[config.mk]
export PLATFORM = sky130hd
export DESIGN_NAME = ex_branch_resolve_flat
export DESIGN_NICKNAME = d
export VERILOG_FILES = /design/src/rtl/ex_branch_resolve_if.sv /design/src/rtl/ex_branch_resolve.sv /design/src/flat_wrapper.sv
export SDC_FILE = /design/constraint.sdc
export NUM_CORES = 1
export LEC_CHECK = 0
export CELL_PAD_IN_SITES_DETAIL_PLACEMENT = 1
export CELL_PAD_IN_SITES_GLOBAL_PLACEMENT = 1
export CORE_ASPECT_RATIO = 0.8
export CORE_MARGIN = 3
export CORE_UTILIZATION = 36
export CTS_BUF_LIST = sky130_fd_sc_hd__clkbuf_2
export DETAILED_ROUTE_END_ITERATION = 10
export GPL_TIMING_DRIVEN = 1
export PLACE_DENSITY = 0.88
export RECOVER_POWER = 25
export SYNTH_ARGS = -nofsm -noshare
export SYNTH_HDL_FRONTEND = slang
export SYNTH_SLANG_ARGS = --single-unit
[constraint.sdc]
create_clock -name clk -period 2.5 [get_ports clk]
set_clock_uncertainty 0.05 [all_clocks]
set_input_delay 0.5 -clock clk [delete_from_list [all_inputs] [get_ports clk]]
set_output_delay 0.5 -clock clk [all_outputs]
set_load 0.02 [all_outputs]
[src/rtl/ex_branch_resolve_if.sv]
// ----------------------------------------------------------------------------
// ex_branch_resolve_if
// Bundles the signals between the ALU stage, ex_branch_resolve, the write-back
// stage and the fetch unit.
//   ALU side   : in_valid/in_ready handshake, Result, N/Z/C/V flags, pc, imm,
//                is_branch/is_jal/is_jalr, br_type, rd, reg_write
//   WB side    : out_valid/out_ready handshake, wb_data, wb_rd, wb_we
//   Fetch side : redirect, redirect_pc, trap, trap_pc
// The master modport is the environment that drives instructions and accepts
// results. The slave modport is the execute back end itself.
// ----------------------------------------------------------------------------
interface ex_branch_resolve_if #(
   parameter int XLEN = 32
);
   logic            in_valid;
   logic            in_ready;
   logic [XLEN-1:0] Result;
   logic            N;
   logic            Z;
   logic            C;
   logic            V;
   logic [XLEN-1:0] pc;
   logic [XLEN-1:0] imm;
   logic            is_branch;
   logic            is_jal;
   logic            is_jalr;
   logic [2:0]      br_type;
   logic [4:0]      rd;
   logic            reg_write;

   logic            out_valid;
   logic            out_ready;
   logic [XLEN-1:0] wb_data;
   logic [4:0]      wb_rd;
   logic            wb_we;

   logic            redirect;
   logic [XLEN-1:0] redirect_pc;
   logic            trap;
   logic [XLEN-1:0] trap_pc;

   modport master (
      output in_valid, Result, N, Z, C, V, pc, imm,
             is_branch, is_jal, is_jalr, br_type, rd, reg_write, out_ready,
      input  in_ready, out_valid, wb_data, wb_rd, wb_we,
             redirect, redirect_pc, trap, trap_pc
   );

   modport slave (
      input  in_valid, Result, N, Z, C, V, pc, imm,
             is_branch, is_jal, is_jalr, br_type, rd, reg_write, out_ready,
      output in_ready, out_valid, wb_data, wb_rd, wb_we,
             redirect, redirect_pc, trap, trap_pc
   );
endinterface

[src/rtl/ex_branch_resolve.sv]
// ----------------------------------------------------------------------------
// ex_branch_resolve
// Execute-stage back end. It resolves branches from the ALU flags of A-B and
// computes the jump or branch targets. It registers the write-back payload in a
// single-entry valid/ready stage. It also pulses a fetch redirect for taken
// control flow, discards the next FLUSH_SLOTS accepted (wrong-path)
// instructions, and halts with a sticky trap on a target whose bit 1 is set.
// Ports:
//   clk  - rising-edge clock
//   rst  - asynchronous, active-low reset
//   bus  - ex_branch_resolve_if.slave (ALU input, WB output, redirect/trap)
// ----------------------------------------------------------------------------
module ex_branch_resolve #(
   parameter int XLEN        = 32,
   parameter int FLUSH_SLOTS = 2    // 1..7
) (
   input  logic                 clk,
   input  logic                 rst,
   ex_branch_resolve_if.slave   bus
);

   typedef enum logic [1:0] {
      RUN    = 2'd0,
      SQUASH = 2'd1,
      TRAP   = 2'd2
   } state_t;

   localparam logic [2:0] FLUSH_CNT = 3'(FLUSH_SLOTS);

   state_t          state;
   logic [2:0]      sq_cnt;
   logic            cond;
   logic            taken;
   logic            misaligned;
   logic            accept;
   logic [XLEN-1:0] target;

   // Branch condition from the flags of A-B. C is the no-borrow carry,
   // so unsigned A<B is ~C.
   always_comb begin
      // NOTE: default first so every path assigns cond and no latch is inferred.
      cond = 1'b0;
      case (bus.br_type)
         3'b000:  cond = bus.Z;
         3'b001:  cond = ~bus.Z;
         3'b100:  cond = bus.N ^ bus.V;
         3'b101:  cond = ~(bus.N ^ bus.V);
         3'b110:  cond = ~bus.C;
         3'b111:  cond = bus.C;
         default: cond = 1'b0;
      endcase
   end

   assign target     = bus.is_jalr ? {bus.Result[XLEN-1:1], 1'b0} : bus.pc + bus.imm;
   assign taken      = (bus.is_branch & cond) | bus.is_jal | bus.is_jalr;
   assign misaligned = target[1];

   assign bus.in_ready = (state != TRAP) & (~bus.out_valid | bus.out_ready);
   assign accept       = bus.in_valid & bus.in_ready;

   always_ff @(posedge clk or negedge rst) begin
      if (!rst) begin
         state           <= RUN;
         sq_cnt          <= 3'd0;
         bus.out_valid   <= 1'b0;
         bus.wb_data     <= '0;
         bus.wb_rd       <= 5'd0;
         bus.wb_we       <= 1'b0;
         bus.redirect    <= 1'b0;
         bus.redirect_pc <= '0;
         bus.trap        <= 1'b0;
         bus.trap_pc     <= '0;
      end else begin
         // NOTE: non-blocking assignments. A later assignment in this block
         // overrides these defaults on the same edge.
         bus.redirect <= 1'b0;
         if (bus.out_valid && bus.out_ready)
            bus.out_valid <= 1'b0;

         if (accept) begin
            case (state)
               RUN: begin
                  if (taken && misaligned) begin
                     // The faulting instruction produces no beat and no redirect.
                     state           <= TRAP;
                     bus.trap        <= 1'b1;
                     bus.trap_pc     <= bus.pc;
                     bus.redirect_pc <= target;
                  end else begin
                     bus.out_valid <= 1'b1;
                     bus.wb_data   <= (bus.is_jal | bus.is_jalr) ? bus.pc + XLEN'(4) : bus.Result;
                     bus.wb_rd     <= bus.rd;
                     bus.wb_we     <= ~bus.is_branch & bus.reg_write & (bus.rd != 5'd0);
                     if (taken) begin
                        bus.redirect    <= 1'b1;
                        bus.redirect_pc <= target;
                        sq_cnt          <= FLUSH_CNT;
                        state           <= SQUASH;
                     end
                  end
               end
               SQUASH: begin
                  // Wrong-path beat: consumed silently, including any control flow.
                  sq_cnt <= sq_cnt - 3'd1;
                  if (sq_cnt == 3'd1)
                     state <= RUN;
               end
               default: ;
            endcase
         end
      end
   end

endmodule

[src/flat_wrapper.sv]
// flat-port wrapper written by rule: the top's interface ports become plain ports
module ex_branch_resolve_flat 
#(
   parameter int XLEN        = 32,
   parameter int FLUSH_SLOTS = 2           
)
  (clk, rst, bus_in_valid, bus_Result, bus_N, bus_Z, bus_C, bus_V, bus_pc, bus_imm, bus_is_branch, bus_is_jal, bus_is_jalr, bus_br_type, bus_rd, bus_reg_write, bus_out_ready, bus_in_ready, bus_out_valid, bus_wb_data, bus_wb_rd, bus_wb_we, bus_redirect, bus_redirect_pc, bus_trap, bus_trap_pc);
  ex_branch_resolve_if #(.XLEN(XLEN)) bus_i ();
  input  logic clk;
  input  logic rst;
  input wire logic [$bits(bus_i.in_valid)-1:0] bus_in_valid;
  input wire logic [$bits(bus_i.Result)-1:0] bus_Result;
  input wire logic [$bits(bus_i.N)-1:0] bus_N;
  input wire logic [$bits(bus_i.Z)-1:0] bus_Z;
  input wire logic [$bits(bus_i.C)-1:0] bus_C;
  input wire logic [$bits(bus_i.V)-1:0] bus_V;
  input wire logic [$bits(bus_i.pc)-1:0] bus_pc;
  input wire logic [$bits(bus_i.imm)-1:0] bus_imm;
  input wire logic [$bits(bus_i.is_branch)-1:0] bus_is_branch;
  input wire logic [$bits(bus_i.is_jal)-1:0] bus_is_jal;
  input wire logic [$bits(bus_i.is_jalr)-1:0] bus_is_jalr;
  input wire logic [$bits(bus_i.br_type)-1:0] bus_br_type;
  input wire logic [$bits(bus_i.rd)-1:0] bus_rd;
  input wire logic [$bits(bus_i.reg_write)-1:0] bus_reg_write;
  input wire logic [$bits(bus_i.out_ready)-1:0] bus_out_ready;
  output wire logic [$bits(bus_i.in_ready)-1:0] bus_in_ready;
  output wire logic [$bits(bus_i.out_valid)-1:0] bus_out_valid;
  output wire logic [$bits(bus_i.wb_data)-1:0] bus_wb_data;
  output wire logic [$bits(bus_i.wb_rd)-1:0] bus_wb_rd;
  output wire logic [$bits(bus_i.wb_we)-1:0] bus_wb_we;
  output wire logic [$bits(bus_i.redirect)-1:0] bus_redirect;
  output wire logic [$bits(bus_i.redirect_pc)-1:0] bus_redirect_pc;
  output wire logic [$bits(bus_i.trap)-1:0] bus_trap;
  output wire logic [$bits(bus_i.trap_pc)-1:0] bus_trap_pc;
  assign bus_i.in_valid = bus_in_valid;
  assign bus_i.Result = bus_Result;
  assign bus_i.N = bus_N;
  assign bus_i.Z = bus_Z;
  assign bus_i.C = bus_C;
  assign bus_i.V = bus_V;
  assign bus_i.pc = bus_pc;
  assign bus_i.imm = bus_imm;
  assign bus_i.is_branch = bus_is_branch;
  assign bus_i.is_jal = bus_is_jal;
  assign bus_i.is_jalr = bus_is_jalr;
  assign bus_i.br_type = bus_br_type;
  assign bus_i.rd = bus_rd;
  assign bus_i.reg_write = bus_reg_write;
  assign bus_i.out_ready = bus_out_ready;
  assign bus_in_ready = bus_i.in_ready;
  assign bus_out_valid = bus_i.out_valid;
  assign bus_wb_data = bus_i.wb_data;
  assign bus_wb_rd = bus_i.wb_rd;
  assign bus_wb_we = bus_i.wb_we;
  assign bus_redirect = bus_i.redirect;
  assign bus_redirect_pc = bus_i.redirect_pc;
  assign bus_trap = bus_i.trap;
  assign bus_trap_pc = bus_i.trap_pc;
  ex_branch_resolve #(.XLEN(XLEN), .FLUSH_SLOTS(FLUSH_SLOTS)) u_core (.clk(clk), .rst(rst), .bus(bus_i));
endmodule
==> impl_metrics.toml, run 1 <==
[flow_run]
max_cap_viol_count = 1

[logic_synthesis]
synth_fp_nets = 934
synth_area_um2 = 7061
ys_warn_count = 0
synthFlopType = "dfrtp_1"
syn_avg_cell_area_um2 = 9.017
synth-async-reset-ratio_pct = 100.0
synth_edf_count = 0
ys_seq_elements = 110
synth_cell_type_count = 70
syn_inst = 783
ys_seq_area_share_pct = 38.99

[sta]
worst_slack_ps = -48.84
slew_headroom_pct = -8.342
timing.setup.tns_ps = -102.5
tightest_slew_ps = 1625
hold_viol_final = 0
final_max_slew_viol_count = 111
period_minus_slack_ps = 2549
max_freq_mhz = 392.3
period_share_pct = 102.0
setup_viol = 3

[final_layout]
post-route-util_pct = 57.79
nets = 1308
design_area_um2 = 11030
syn_to_final_growth_pct = 56.23
seq_area_um2 = 2753
fill_cells = 2184
stdcell_count = 1421
drive_above_1_share_pct = 23.24
mostFrequentLayoutCells = "clkdlybuf4s50_1 (216), buf_4 (173), dfrtp_1 (110)"
multi_input_area_um2 = 4167
final_common_cell = "clkdlybuf4s50_1"

[cts]
cts-root-buf = "clkbuf_2"
clk_latency_ps = 640
clk_pin_slew_worst_paths_ps = 290
clock_sinks = 110
cts_tree = "done"
clockBufferDepth = 2
cts_made_buffers = 9
htree_levels = 3

[floorplanning]
start_util_pct = 36.99
die_w_um = 162.6
core-area_um2 = 19090
ioPinCount = 222
dieArea_um2 = 21340
rows = 45
fp.dieH_um = 131.3

[routing]
drc = 0
vias = 8117
ant_nets = 0
vias_per_cell = 5.712
routed_wl_um = 32250
detail_route.wl_per_cell_um = 22.70
drt_first_pass_iters = 5
drt_iter0_markers = 579

[global_routing]
first_global_vias = 8750
antenna_found_initial = 1
grt_pass1_wl_um = 49020
grt_overflow = 0
grt_max_degree = 111
track_usage_pct = 29.08

[worst_setup_path]
crit_path_top_delay_cell = "clkdlybuf4s50_1"
cp-end-kind = "flop"
path_max_fanout = 4
cp-start-kind = "primary input"
crit_top_cell = "buf_4"
crit_required_ps = 3030
worstSetupPathType = "in -> reg"
cp-startpoint = "bus_pc[7]"
r2r_start = "u_core.bus.out_valid"
path_cells = "clkdlybuf4s50_1 -> ha_1 -> buf_4 -> and4_1 -> a32oi_1 -> o211ai_2 -> buf_4 -> nand2b_1 -> a21boi_1 -> xor2_1 -> o22ai_1"
cp.buffers_inverters = 3
cpLargestDelayFamily = "compound AO/OA/AOI/OAI gates"
slowest_delay_ps = 450
crit_arrival_ps = 3080

[power_and_ir_drop]
p_leak_nw = 4.895
ir_drop_mv = 0.5373
cellPowerDensity_nw_per_um2 = 851.2

[run_status]
failed_checks = "capacitance limit, slew limit, setup timing"
status = "complete, but fails checks"

[min_path]
hp-start = "bus_pc[0]"
min_path_type = "in -> reg"

[placed_design]
numPortBuffers = 221
place_area_um2 = 10810
place_inst = 1401
detailed_place_hpwl_um = 25080
gp_congestion = 0.9356
[area by class of cell]
cell class / count / area share (%)
well taps: 258 / 2.926
diodes: 1 / 0.02269
clock inverters: 3 / 0.4083
inverters: 20 / 0.6806
repair buffers: 400 / 32.65
multi-input cells: 616 / 37.77
flip-flops and latches: 110 / 24.95
clock buffers: 13 / 0.5898
[per-layer routing]
metal  vias up  GRT usage, %  wire length, um
li1       3568             -                -
met5         -             0                0
met1      4097         36.63            13450
met2       361         50.23            15500
met4         0         8.736             1127
met3        91         5.862             2184
[worst paths after layout]
path                                               to  slack (ps)  depth (start not counted)
min in group asynchronous      u_core.bus.trap_pc[26]         830                          3
min reg2reg                           u_core.bus.trap         470                          1
max in group asynchronous      u_core.bus.wb_data[22]         560                          3
min                             u_core.bus.trap_pc[0]         150                          2
max reg2reg                     u_core.bus.trap_pc[9]         240                          8
max                        u_core.bus.redirect_pc[17]         -50                         11
[cell usage after synthesis, drive strengths merged, types with 20 or more instances]
| cell type | count | area (um2) |
|---|---|---|
| xor2 | 24 | 210.2 |
| dfrtp | 110 | 2753 |
| nand3 | 23 | 115.1 |
| ha | 34 | 425.4 |
| nand4 | 24 | 150.1 |
| nor2 | 58 | 220.2 |
| mux2 | 37 | 416.7 |
| o21ai | 68 | 340.3 |
| a21oi | 73 | 369.1 |
| xnor2 | 29 | 254.0 |
| nand2 | 97 | 364.1 |
| inv | 20 | 75.07 |
[metrics by stage]
step | hold WS, ps | power (W) | setup slack [ps]
2_1_floorplan | 154.4 | 0.005481 | 0.6606
3_3_place_gp | 404.1 | 0.008195 | -733.0
3_5_place_dp | 414.6 | 0.008470 | -819.9
4_1_cts | 318.8 | 0.009375 | 1.366
5_1_grt | 85.22 | 0.009877 | -54.16
6_report | 149.3 | 0.009390 | -48.84
[state kept, by name, summed over array words and instances, names as in the netlist]
signal	cells
u_core.bus.out_valid	1
u_core.bus.redirect	1
u_core.bus.redirect_pc	32
u_core.bus.trap	1
u_core.bus.trap_pc	32
u_core.bus.wb_data	32
u_core.bus.wb_rd	5
u_core.bus.wb_we	1
u_core.sq_cnt	3
u_core.state	2
[timing repair]
item | in CTS | in global routing
resized for setup | 9 | 21
hold buffers | 1 | 0
pin swaps | 2 | 2
hold endpoints to repair | 110 | 0
setup endpoints to repair | 6 | 21
buffers inserted | 2 | 0
[power breakdown]
part	switching [W]	internal (W)	leakage, nW
logic	0.00272	0.00258	3.48
registers	0.000572	0.00263	1.34
clock network	0.000638	0.000246	0.0684
[kinds of logic after synthesis]
kind of cell,share of synthesized area [%]
simple gates,18.09
compound gates,18.64
flops,38.99
buf+inv,3.650
xor+xnor,6.574
mux,7.744
fa+ha+maj,6.309
No activity file was read; power rests on OpenSTA's default activity.
==> run 2: changes to the inputs <==
--- a/config.mk
+++ b/config.mk
@@ -15,6 +15,7 @@
 export GPL_TIMING_DRIVEN = 1
 export PLACE_DENSITY = 0.88
 export RECOVER_POWER = 25
+export SLEW_MARGIN = 20
 export SYNTH_ARGS = -nofsm -noshare
 export SYNTH_HDL_FRONTEND = slang
 export SYNTH_SLANG_ARGS = --single-unit
==> results of run 2 <==
Final layout, timing and power as in run 1 (identical DEF).
==> run 3: changes to the inputs <==
--- a/config.mk
+++ b/config.mk
@@ -13,6 +13,7 @@
 export CTS_BUF_LIST = sky130_fd_sc_hd__clkbuf_2
 export DETAILED_ROUTE_END_ITERATION = 10
 export GPL_TIMING_DRIVEN = 1
+export MAX_ROUTING_LAYER = met4
 export PLACE_DENSITY = 0.88
 export RECOVER_POWER = 25
 export SLEW_MARGIN = 20
==> run 3 against run 2 <==
Effect of this change: the run ends with capacitance limit, slew limit left; worst hold slack gained 120 ps; clock power rose by 5.7%; register-to-register slack lost 80 ps; combinational power is 0.8% lower; critical path depth decreased by 1; flip-flop and latch count is the same; die area is the same; largest power group unchanged; highest routed layer unchanged.
==> impl_metrics.toml, run 3 (synthesized netlist as in run 1, its figures left out) <==
[placed_design]
detailed_place_hpwl_um = 24850
gp_congestion = 0.9446
numPortBuffers = 221

[cts]
clk_pin_slew_worst_paths_ps = 250
cts_made_buffers = 9
htree_levels = 3
cts-root-buf = "clkbuf_2"
cts_tree = "done"
clock_sinks = 110
clockBufferDepth = 2
clk_latency_ps = 640

[min_path]
min_path_type = "in -> reg"
hp-start = "bus_is_jalr"

[floorplanning]
ioPinCount = 222
die_w_um = 162.6
rows = 45
dieArea_um2 = 21340
fp.dieH_um = 131.3
core-area_um2 = 19090
start_util_pct = 36.99

[worst_setup_path]
cp-end-kind = "flop"
cp-startpoint = "bus_pc[16]"
path_max_fanout = 6
r2r_start = "u_core.bus.out_valid"
crit_required_ps = 2990
crit_arrival_ps = 2930
cp-start-kind = "primary input"
worstSetupPathType = "in -> reg"

[sta]
tightest_slew_ps = 1799
hold_ws_ps = 271.5
period_share_pct = 97.77
period_minus_slack_ps = 2444
max_freq_mhz = 409.1
rsz0062_at_grt = "yes"
setup_viol = 0
timing.setup.tns_ps = 0
final_max_slew_viol_count = 30
hold_viol_final = 0
slew_headroom_pct = -19.94

[flow_run]
max_cap_viol_count = 1

[global_routing]
grt_max_degree = 58
antenna_found_initial = 1
grt_pass1_wl_um = 47790
first_global_vias = 8592
grt_overflow = 0
track_usage_pct = 29.08

[routing]
vias_per_cell = 5.549
routed_wl_um = 30880
drt_iter0_markers = 551
ant_nets = 0
drc = 0
drt_first_pass_iters = 5
detail_route.wl_per_cell_um = 21.71
vias = 7891

[final_layout]
mostFrequentLayoutCells = "clkdlybuf4s50_1 (218), buf_4 (174), dfrtp_1 (110)"
drive_above_1_share_pct = 22.81
largestRegisters = "u_core.bus.redirect_pc (32), u_core.bus.trap_pc (32), u_core.bus.wb_data (32)"
final_common_cell = "clkdlybuf4s50_1"
syn_to_final_growth_pct = 56.46
nets = 1310
post-route-util_pct = 57.88

[power_and_ir_drop]
cellPowerDensity_nw_per_um2 = 849.9
ir_drop_mv = 0.8097
p_leak_nw = 4.886

[run_status]
status = "complete, but fails checks"
failed_checks = "capacitance limit, slew limit"
## run 3: changes by cell type in the layout (fill, tap and decap cells not counted), sizes merged
cell | before | now
clkbuf | 16 | 11
dlymetal6s2s | 2 | 0
diode | 1 | 2
clkinvlp | 2 | 0
clkdlybuf4s50 | 216 | 218
buf | 178 | 181
clkinv | 0 | 3
bufinv | 1 | 2
## run 3: timing repair
action / in CTS / in global routing
hold buffers: 1 / 0
pin swaps: 1 / 2
resized for setup: 4 / 19
endpoints found under the hold margin: 27 / 0
setup buffers: 1 / 0
setup endpoints to repair: 4 / 21
## run 3: layout make-up
type / instances / area, um2
fill: 2205 / 8040
multi-input combinational: 616 / 4146
timing repair buffer: 402 / 3623
sequential: 110 / 2753
tap: 258 / 322.8
clock inverter: 5 / 76.32
inverter: 20 / 75.07
clock buffer: 9 / 45.04
antenna: 2 / 5.005
## run 3: stage by stage
step | power [W] | worst slack [ps] | cell area [um2] | cells
CTS | 0.009427 | 1.584 | 10990 | 1420
global route | 0.009919 | -1.410 | 11040 | 1421
global placement | 0.008201 | -732.0 | 10840 | 1404
detailed placement | 0.008465 | -825.8 | 10840 | 1404
floorplan | 0.005481 | 0.6606 | 7061 | 783
finish | 0.009389 | 55.83 | 11050 | 1422
## run 3: final timing paths
| path | end | slack [ps] | depth (start not counted) |
|---|---|---|---|
| worst min-delay path | u_core.bus.redirect_pc[4] | 270 | 3 |
| worst min register to register | u_core.bus.wb_data[0] | 470 | 2 |
| worst max register to register | u_core.bus.trap_pc[2] | 160 | 8 |
| min in group asynchronous | u_core.bus.trap_pc[30] | 770 | 2 |
| worst max-delay path | u_core.bus.redirect_pc[31] | 60 | 10 |
| max in group asynchronous | u_core.bus.redirect_pc[22] | 270 | 3 |
## run 3: routing by layer
metal / GRT usage (%) / vias to the layer above / wire length [um]
met3: 5.326 / 71 / 2190
met4: 7.750 / 0 / 884
met1: 36.58 / 3924 / 13020
met5: - / - / 0
met2: 48.40 / 324 / 14780
li1: - / 3572 / -
## run 3: worst max-delay path, cell delays in order
cell and delay [ps]:
clkdlybuf4s50_1 450, ha_1 310, buf_4 150, a21oi_1 120, o21ai_0 500, a22oi_1 220, a31o_2 270, a31oi_1 170
xnor2_1 140, o22ai_1 90
## run 3: where the power goes
group / leakage, nW / switching [W] / internal [W] / total (W)
Combinational: 3.47 / 0.00268 / 0.00258 / 0.00526
Clock: 0.0729 / 0.000618 / 0.000316 / 0.000934
Sequential: 1.34 / 0.000562 / 0.00263 / 0.00319
